==> src/rtl/blackbox_sweeper_if.sv <==
// Bundle between blackbox_sweeper and its driver/observer.
// BLACKBOX_SWEEPER_CHECK_EN adds the expected/mismatch self-check pair.
interface blackbox_sweeper_if;
  logic       start;
  logic       j_in;
  logic       g_out;
  logic       v_out;
  logic       y_out;
  logic       busy;
  logic       done;
  logic [7:0] truth_table;
  // Debug view of the FSM: 0 IDLE, 1 SETTLE, 2 CAPTURE, 3 FINISH.
  logic [1:0] fsm_state;
`ifdef BLACKBOX_SWEEPER_CHECK_EN
  logic [7:0] expected;
  logic       mismatch;

  modport master (
    output start, j_in, expected,
    input  g_out, v_out, y_out, busy, done, truth_table, fsm_state, mismatch
  );

  modport slave (
    input  start, j_in, expected,
    output g_out, v_out, y_out, busy, done, truth_table, fsm_state, mismatch
  );
`else
  modport master (
    output start, j_in,
    input  g_out, v_out, y_out, busy, done, truth_table, fsm_state
  );

  modport slave (
    input  start, j_in,
    output g_out, v_out, y_out, busy, done, truth_table, fsm_state
  );
`endif
endinterface

==> src/rtl/blackbox_sweeper.sv <==
// Walks {g,v,y} through 000..111, holds each combination SETTLE_CYCLES cycles, then samples j.
// Optional macro BLACKBOX_SWEEPER_CHECK_EN compares the captured table against bus.expected.
module blackbox_sweeper #(
  parameter int unsigned SETTLE_CYCLES = 2
) (
  input logic               clk,
  input logic               reset,
  blackbox_sweeper_if.slave bus
);

  typedef enum logic [1:0] {
    IDLE    = 2'd0,
    SETTLE  = 2'd1,
    CAPTURE = 2'd2,
    FINISH  = 2'd3
  } state_t;

  // Counter runs 0..SETTLE_CYCLES-1, so 4 bits cover the legal 1..15 range.
  localparam logic [3:0] SETTLE_LAST = 4'(SETTLE_CYCLES - 1);

  state_t     state;
  logic [2:0] idx;
  logic [3:0] settle_cnt;
  logic [7:0] tt_q;
  logic [7:0] cap_tt;
  logic       g_q;
  logic       v_q;
  logic       y_q;
  logic       busy_q;
  logic       done_q;

  // Table as it will look once the current index has been captured.
  always_comb begin
    cap_tt      = tt_q;
    cap_tt[idx] = bus.j_in;
  end

  always_ff @(posedge clk) begin
    if (!reset) begin
      state      <= IDLE;
      idx        <= 3'd0;
      settle_cnt <= 4'd0;
      tt_q       <= 8'd0;
      g_q        <= 1'b0;
      v_q        <= 1'b0;
      y_q        <= 1'b0;
      busy_q     <= 1'b0;
      done_q     <= 1'b0;
    end else begin
      case (state)
        IDLE: begin
          done_q <= 1'b0;
          if (bus.start) begin
            state           <= SETTLE;
            idx             <= 3'd0;
            settle_cnt      <= 4'd0;
            tt_q            <= 8'd0;
            {g_q, v_q, y_q} <= 3'd0;
            busy_q          <= 1'b1;
          end
        end
        SETTLE: begin
          if (settle_cnt == SETTLE_LAST) begin
            state <= CAPTURE;
          end else begin
            settle_cnt <= settle_cnt + 4'd1;
          end
        end
        CAPTURE: begin
          tt_q <= cap_tt;
          if (idx != 3'd7) begin
            idx             <= idx + 3'd1;
            settle_cnt      <= 4'd0;
            {g_q, v_q, y_q} <= idx + 3'd1;
            state           <= SETTLE;
          end else begin
            // Index stays at 7; the drive lines drop to 0 rather than wrapping.
            {g_q, v_q, y_q} <= 3'd0;
            busy_q          <= 1'b0;
            done_q          <= 1'b1;
            state           <= FINISH;
          end
        end
        FINISH: begin
          done_q <= 1'b0;
          state  <= IDLE;
        end
        default: begin
          state <= IDLE;
        end
      endcase
    end
  end

`ifdef BLACKBOX_SWEEPER_CHECK_EN
  logic mismatch_q;

  // Verdict lands together with done and holds until the next accepted start.
  always_ff @(posedge clk) begin
    if (!reset) begin
      mismatch_q <= 1'b0;
    end else if (state == IDLE && bus.start) begin
      mismatch_q <= 1'b0;
    end else if (state == CAPTURE && idx == 3'd7) begin
      mismatch_q <= (cap_tt != bus.expected);
    end
  end

  assign bus.mismatch = mismatch_q;
`endif

  assign bus.g_out       = g_q;
  assign bus.v_out       = v_q;
  assign bus.y_out       = y_q;
  assign bus.busy        = busy_q;
  assign bus.done        = done_q;
  assign bus.truth_table = tt_q;
  assign bus.fsm_state   = state;

endmodule

==> src/flat_wrapper.sv <==
// flat-port wrapper written by rule: the top's interface ports become plain ports
module blackbox_sweeper_flat 
#(
  parameter int unsigned SETTLE_CYCLES = 2
)
  (clk, reset, bus_start, bus_j_in, bus_g_out, bus_v_out, bus_y_out, bus_busy, bus_done, bus_truth_table, bus_fsm_state);
  blackbox_sweeper_if bus_i ();
  input logic clk;
  input logic reset;
  input wire logic [$bits(bus_i.start)-1:0] bus_start;
  input wire logic [$bits(bus_i.j_in)-1:0] bus_j_in;
  output wire logic [$bits(bus_i.g_out)-1:0] bus_g_out;
  output wire logic [$bits(bus_i.v_out)-1:0] bus_v_out;
  output wire logic [$bits(bus_i.y_out)-1:0] bus_y_out;
  output wire logic [$bits(bus_i.busy)-1:0] bus_busy;
  output wire logic [$bits(bus_i.done)-1:0] bus_done;
  output wire logic [$bits(bus_i.truth_table)-1:0] bus_truth_table;
  output wire logic [$bits(bus_i.fsm_state)-1:0] bus_fsm_state;
  assign bus_i.start = bus_start;
  assign bus_i.j_in = bus_j_in;
  assign bus_g_out = bus_i.g_out;
  assign bus_v_out = bus_i.v_out;
  assign bus_y_out = bus_i.y_out;
  assign bus_busy = bus_i.busy;
  assign bus_done = bus_i.done;
  assign bus_truth_table = bus_i.truth_table;
  assign bus_fsm_state = bus_i.fsm_state;
  blackbox_sweeper #(.SETTLE_CYCLES(SETTLE_CYCLES)) u_core (.clk(clk), .reset(reset), .bus(bus_i));
endmodule
==> config.mk <==
export PLATFORM = sky130hd
export DESIGN_NAME = blackbox_sweeper_flat
export DESIGN_NICKNAME = d
export VERILOG_FILES = /design/src/rtl/blackbox_sweeper_if.sv /design/src/rtl/blackbox_sweeper.sv /design/src/flat_wrapper.sv
export SDC_FILE = /design/constraint.sdc
export NUM_CORES = 1
export LEC_CHECK = 0
export CAP_MARGIN = 20
export CELL_PAD_IN_SITES_DETAIL_PLACEMENT = 1
export CELL_PAD_IN_SITES_GLOBAL_PLACEMENT = 1
export CORE_MARGIN = 1.5
export CORE_UTILIZATION = 39
export DETAILED_ROUTE_END_ITERATION = 6
export GPL_TIMING_DRIVEN = 0
export PLACE_DENSITY_LB_ADDON = 0.1
export SLEW_MARGIN = 30
export SYNTH_ARGS = -nofsm -noshare
export SYNTH_HDL_FRONTEND = slang
export SYNTH_SLANG_ARGS = --single-unit
export TNS_END_PERCENT = 10
==> constraint.sdc <==
create_clock -name clk -period 2.2 [get_ports clk]
set_input_delay 0.44 -clock clk [delete_from_list [all_inputs] [get_ports clk]]
set_output_delay 0.44 -clock clk [all_outputs]
set_load 0.005 [all_outputs]
==> results of run 1 <==
==> Yosys cell counts, types with 3 or more instances <==
library cell	n
o32ai_1	4
o21ai_0	4
ha_1	10
a21oi_1	6
inv_1	4
dfxtp_1	22
nand2_1	9
clkbuf_1	5
nand3_1	13
nand2b_1	5
mux2i_1	9
nor2_1	3
nand3b_1	4
a2111oi_0	3
==> through the flow <==
step                hold slack (ns)  total power [W]
finish                        0.465          0.00131
global route                  0.487          0.00139
CTS                           0.471          0.00131
detailed placement            0.450         0.000995
global placement              0.444         0.000968
floorplan                     0.453         0.000827
==> cells by family (layout without fill, tap and decap cells) <==
logic type,after synthesis,in the layout,synth area share [%]
AOI/OAI and AO/OA,26,26,15.3
adders and majority gates,10,10,10.5
buffers and inverters,12,33,3.97
DFF,22,22,36.8
muxes,10,10,8.47
and+or+nand+nor,50,50,25.0
==> worst min-delay path, cell delays in order, from the launching register on <==
cell     delay, ns
dfxtp_1       0.33
nand2_1       0.05
a21oi_1       0.05
==> layout make-up <==
class	count	area [um2]	share of cell area (%)
Timing Repair Buffer	17	170	11.7
Clock inverter	1	30.0	2.06
Tap cell	31	38.8	2.66
Multi-Input combinational cell	96	708	48.6
Clock buffer	3	22.5	1.55
Buffer	7	28.8	1.97
Sequential cell	22	440	30.2
Inverter	5	18.8	1.29
==> per-layer routing <==
metal / global-route usage, % / routed length, um / up-vias / share of wire (%)
met5: 0 / 0 / - / 0
met4: 6.98 / 44 / 0 / 1.4
met3: 1.98 / 59 / 5 / 1.9
met2: 36.3 / 1560 / 17 / 51
met1: 24.2 / 1390 / 518 / 46
li1: - / - / 522 / -
==> power breakdown <==
group,internal (W),total (W),leakage [nW],switching [W]
clock,0.000184,0.000314,0.0279,0.000130
combinational,0.000220,0.000520,0.329,0.000300
sequential,0.000433,0.000472,0.178,0.0000391
==> cells in the final DEF, fill, tap and decap left out, types with 2 or more instances in the layout <==
| cell | Yosys | routed |
|---|---|---|
| ha_1 | 10 | 10 |
| a21oi_1 | 6 | 6 |
| and2_1 | 2 | 2 |
| o21ai_0 | 4 | 4 |
| nand3b_1 | 4 | 4 |
| inv_1 | 4 | 4 |
| nor4_1 | 2 | 2 |
| nor2_1 | 3 | 3 |
| buf_2 | 2 | 2 |
| a2111oi_0 | 3 | 3 |
| a21o_1 | 2 | 2 |
| nor4b_1 | 2 | 2 |
| clkbuf_4 | 0 | 3 |
| nand2_1 | 9 | 9 |
| a211oi_1 | 2 | 2 |
| clkdlybuf4s50_1 | 0 | 17 |
| nand3_1 | 13 | 13 |
| dfxtp_1 | 22 | 22 |
| nand2b_1 | 5 | 5 |
| clkbuf_1 | 5 | 5 |
| mux2i_1 | 9 | 9 |
| o32ai_1 | 4 | 4 |
| nand4b_1 | 2 | 2 |
==> worst max path at each step <==
stage	slack [ns]	from	end
final	0.24	u_core.bus.fsm_state[0]$_SDFFE_PN0P_	u_core.idx[1]$_SDFFE_PN0P_
after global routing	0.09	u_core.bus.fsm_state[1]$_SDFFE_PN0P_	u_core.bus.truth_table[2]$_SDFFE_PN0P_
after CTS	0.26	u_core.bus.fsm_state[1]$_SDFFE_PN0P_	u_core.bus.truth_table[4]$_SDFFE_PN0P_
after detailed placement	0.07	bus_start	u_core.bus.truth_table[4]$_SDFFE_PN0P_
after global placement	0.1	bus_start	u_core.bus.truth_table[2]$_SDFFE_PN0P_
after floorplan	0.54	u_core.bus.fsm_state[0]$_SDFFE_PN0P_	u_core.settle_cnt[0]$_SDFFE_PN0P_
==> flip-flops by register name, summed over array words and instances, names as in the netlist <==
name / count
u_core.bus.done: 1
u_core.bus.busy: 1
u_core.bus.g_out: 1
u_core.bus.truth_table: 8
u_core.bus.v_out: 1
u_core.idx: 3
u_core.bus.fsm_state: 2
u_core.settle_cnt: 4
u_core.bus.y_out: 1
==> impl_metrics.yaml, run 1 <==
cts:
  cts.clk_slew.worst_paths_ns: 0.13
  cts_tree: "built"
  holdBufCountCts: 0
  cts_setup_buffers: 0
  clock_sinks: 22
  cts_root_buffer: "clkbuf_4"
  clock_path_buffers: 2
  cts_made_buffers: 3
  h-tree-depth: 1
  ctsResizeCount: 0
  clk_latency_ns: 0.31
worst_setup_path:
  crit_family: "multiplexers"
  r2r_setup_slack_ns: 0.24
  critPathKind: "reg -> reg"
  r2r-start: "u_core.bus.fsm_state[0]$_SDFFE_PN0P_"
  crit_path_max_incr_delay_ns: 0.66
  cp-end-kind: "flip-flop"
  cp.arrival_ns: 2.21
  r2r_end: "u_core.idx[1]$_SDFFE_PN0P_"
  critical_path_depth: 6
  cp_slowest_cell: "mux2i_1"
  path_max_fanout: 9
  crit_required_ns: 2.45
  reg2reg_depth: 6
  start_kind: "flip-flop"
  crit_chain: "inv_1 > ha_1 > buf_2 > mux2i_1 > o21ai_0 > a21oi_1"
  cp_num_buf_inv: 2
placement:
  dp.cells: 178
  dp_hpwl_um: 2210
  io_buffers: 17
  dpl-instance-area_mm2: 0.00141
  gp_congestion: 0.786
  dp_worst_setup_slack_ns: 0.0740
layout:
  final_util_pct: 51.5
  drive_gt1_share_pct: 6.62
  fin_area_mm2: 0.00146
  final_nets: 166
  fin_cells: 182
  synthToLayoutAreaGrowth_pct: 21.9
  diodes: 0
  fillCellCount: 325
global_routing:
  overflow: 0
  track_usage_pct: 19.9
  antenna_found_initial: 0
  grt_pass1_wl_um: 5260
  grt_max_degree: 14
  grt_pass1_vias: 1137
worst_hold_path:
  min_path_cells: 2
  holdCritPathClass: "reg -> reg"
  whs_endpoint: "u_core.bus.y_out$_SDFFE_PN0P_"
  hp-start: "u_core.bus.y_out$_SDFFE_PN0P_"
floorplan:
  die_h_um: 58.4
  dieArea_mm2: 0.00341
  coreArea_mm2: 0.00283
  die_w_um: 58.4
  start_util_pct: 42.3
  io_pins: 19
  row_count: 19
timing:
  rsz0062_at_grt: "no"
  drv_slew: 0
  min_period_over_period_pct: 88.9
  fmax_ghz: 0.511
  finalClockSkew_ns: 0.00585
  tightest_slew_ns: 0.741
  hold_viol: 0
  setup_ws_ns: 0.243
  setup_viol: 0
  slew_headroom_pct: 49.2
  tns_ns: 0
  fin_crit_ns: 1.96
route:
  post-route-drc-count: 0
  drtPass1Iterations: 4
  via_per_inst: 5.84
  drtIter0Drc: 23
  num_vias: 1062
  drt-wirelength-per-cell_um: 16.8
  drtAntennaViolNets: 0
  routed_wl_um: 3060
logic_synthesis:
  ys_seq_area_share_pct: 36.8
  syn_inst: 130
  synth_area_leader_cell: "dfxtp_1"
  synth_fp_nets: 144
  synth-main-ff-cell: "dfxtp_1"
  syn_area_mm2: 0.00120
  yosys.area.top_type_share_pct: 36.8
  ys_ff_latch: 22
  synth_area_leaders: "dfxtp_1, ha_1, mux2i_1"
  yosysWarnings: 0
  ys_types: 36
  synth-edff-count: 0
  async_flop_share_pct: 0
  avgSynthCellArea_um2: 9.20
pwr:
  power_leakage_nw: 0.536
  peakVddDrop_mv: 0.387
  powerDensity_mw_per_mm2: 896
status:
  run_status: "finished, final reports clean"
flow_run:
  timing.max_cap.violations: 0
(Power assumes the default switching activity.)
==> inputs of run 2 (changes only) <==
--- a/config.mk
+++ b/config.mk
@@ -9,7 +9,7 @@
 export CELL_PAD_IN_SITES_DETAIL_PLACEMENT = 1
 export CELL_PAD_IN_SITES_GLOBAL_PLACEMENT = 1
 export CORE_MARGIN = 1.5
-export CORE_UTILIZATION = 39
+export CORE_UTILIZATION = 38
 export DETAILED_ROUTE_END_ITERATION = 6
 export GPL_TIMING_DRIVEN = 0
 export PLACE_DENSITY_LB_ADDON = 0.1
==> run 2 against run 1 <==
Clock-buffer cell count is the same. Critical path depth is the same. Sequential share of layout area is 0.41 points lower. Largest power group unchanged. Via count is 0.94% lower. Clock skew decreased by 0.0018 ns. Hold slack worse by 0.00088 ns.
==> impl_metrics.yaml, run 2 (synthesis results as in run 1) <==
cts:
  cts_made_buffers: 3
  cts_root_buffer: "clkbuf_4"
  clock_sinks: 22
  cts.clk_slew.worst_paths_ns: 0.13
  holdBufCountCts: 0
  ctsResizeCount: 0
  clock_path_buffers: 2
  cts_tree: "built"
  h-tree-depth: 1
  cts_setup_buffers: 0
  clk_latency_ns: 0.32
floorplan:
  die_w_um: 59.1
  dieArea_mm2: 0.00349
  row_count: 20
  die_h_um: 59.1
  start_util_pct: 39.5
  coreArea_mm2: 0.00303
  io_pins: 19
placement:
  gp_congestion: 0.734
  dp_worst_setup_slack_ns: -0.00438
  dp_hpwl_um: 2130
  io_buffers: 17
worst_setup_path:
  path_max_fanout: 8
  cp_slowest_cell: "dfxtp_1"
  crit_chain: "inv_1 > ha_1 > buf_2 > nor2b_4 > or3_4 > o32ai_1"
  start_kind: "flip-flop"
  cp-end-kind: "flip-flop"
  cp.arrival_ns: 2.11
  critPathKind: "reg -> reg"
  crit_path_max_incr_delay_ns: 0.42
  crit_required_ns: 2.43
pwr:
  internal_power_w: 0.000842
  p_seq_share_pct: 36.0
  powerDensity_mw_per_mm2: 885
  swShare_pct: 35.6
  p_comb_share_pct: 39.6
  peakVddDrop_mv: 0.334
  p_sw_w: 0.000465
  clkPwrFrac_pct: 24.3
  power_leakage_nw: 0.532
route:
  drtAntennaViolNets: 0
  drtIter0Drc: 41
  num_vias: 1052
  via_per_inst: 5.39
  post-route-drc-count: 0
  drtPass1Iterations: 4
  drt-met1-wl_um: 1400
  wl_met2_um: 1420
  routed_wl_um: 2940
  top_layer_used: "met4"
  met3_length_um: 68
  drt-wirelength-per-cell_um: 15.1
global_routing:
  track_usage_pct: 19.1
  grt_pass1_vias: 1079
  grt_max_degree: 14
  overflow: 0
  grt_pass1_wl_um: 4980
  antenna_found_initial: 0
timing:
  slew_headroom_pct: 64.5
  hold_viol: 0
  finalClockSkew_ns: 0.00402
  fin_crit_ns: 1.88
  setup_viol: 0
  fmax_ghz: 0.533
  rsz0062_at_grt: "no"
  drv_slew: 0
  tightest_slew_ns: 0.523
  min_period_over_period_pct: 85.3
  setup_ws_ns: 0.324
layout:
  diodes: 0
  drive_gt1_share_pct: 7.28
  final_util_pct: 48.8
  fillCellCount: 356
  final_nets: 166
  mostFrequentLayoutCells: "dfxtp_1, clkdlybuf4s50_1, nand3_1"
  largest_reg_flops: 8
  layout_commonest_cell: "dfxtp_1"
  synthToLayoutAreaGrowth_pct: 23.5
  multi_input_area_um2: 712
  seq_area_um2: 440
flow_run:
  timing.max_cap.violations: 0
status:
  run_status: "finished, final reports clean"
worst_hold_path:
  holdCritPathClass: "reg -> reg"
## run 2: cell counts in the layout (fill, tap and decap cells not counted)
No cell type changed its count.
## run 2: critical path: cells and delay by family, from the launching register on
kind            cells  cell delay, ns
compound gates      1            0.29
flops               1            0.42
buf+inv             2            0.30
simple gates        2            0.57
fa+ha+maj           1            0.22
## run 2: area by class of cell
type	count	area share, %
Multi-Input combinational cell	96	48.2
Clock inverter	1	2.03
Timing Repair Buffer	17	11.5
Inverter	5	1.27
Clock buffer	3	1.52
Tap cell	44	3.73
Sequential cell	22	29.8
Buffer	7	1.95
## run 2: power groups by stage
stage | Clock (W) | Sequential (W) | Combinational, W
2_1_floorplan | 0 | 0.000474 | 0.000353
3_3_place_gp | 0 | 0.000478 | 0.000491
3_5_place_dp | 0 | 0.000481 | 0.000510
4_1_cts | 0.000324 | 0.000471 | 0.000515
5_1_grt | 0.000345 | 0.000478 | 0.000580
6_report | 0.000318 | 0.000471 | 0.000518
## run 2: path summary, 6_finish.rpt
kind                                         from                           endpoint  slack [ns]  cells past startpoint
max reg2reg  u_core.bus.fsm_state[0]$_SDFFE_PN0P_  u_core.settle_cnt[3]$_SDFFE_PN0P_        0.32                      6
min reg2reg         u_core.bus.y_out$_SDFFE_PN0P_      u_core.bus.y_out$_SDFFE_PN0P_        0.46                      2
max          u_core.bus.fsm_state[0]$_SDFFE_PN0P_  u_core.settle_cnt[3]$_SDFFE_PN0P_        0.32                      6
min                 u_core.bus.y_out$_SDFFE_PN0P_      u_core.bus.y_out$_SDFFE_PN0P_        0.46                      2
## run 2: stage by stage
step / TNS (ns) / cell area, um2 / total power (W) / std cells / hold WS (ns)
floorplan: 0 / 1200 / 0.000827 / 130 / 0.453
global placement: 0 / 1420 / 0.000969 / 191 / 0.444
detailed placement: -0.00438 / 1420 / 0.000991 / 191 / 0.449
CTS: 0 / 1470 / 0.00131 / 195 / 0.469
global route: 0 / 1480 / 0.00140 / 195 / 0.481
finish: 0 / 1480 / 0.00131 / 195 / 0.464
## run 2: routing by layer
metal | track usage (%) | vias up
met2 | 32.2 | 14
met4 | 9.42 | 0
met5 | 0 | -
li1 | - | 522
met3 | 1.97 | 4
met1 | 24.1 | 512
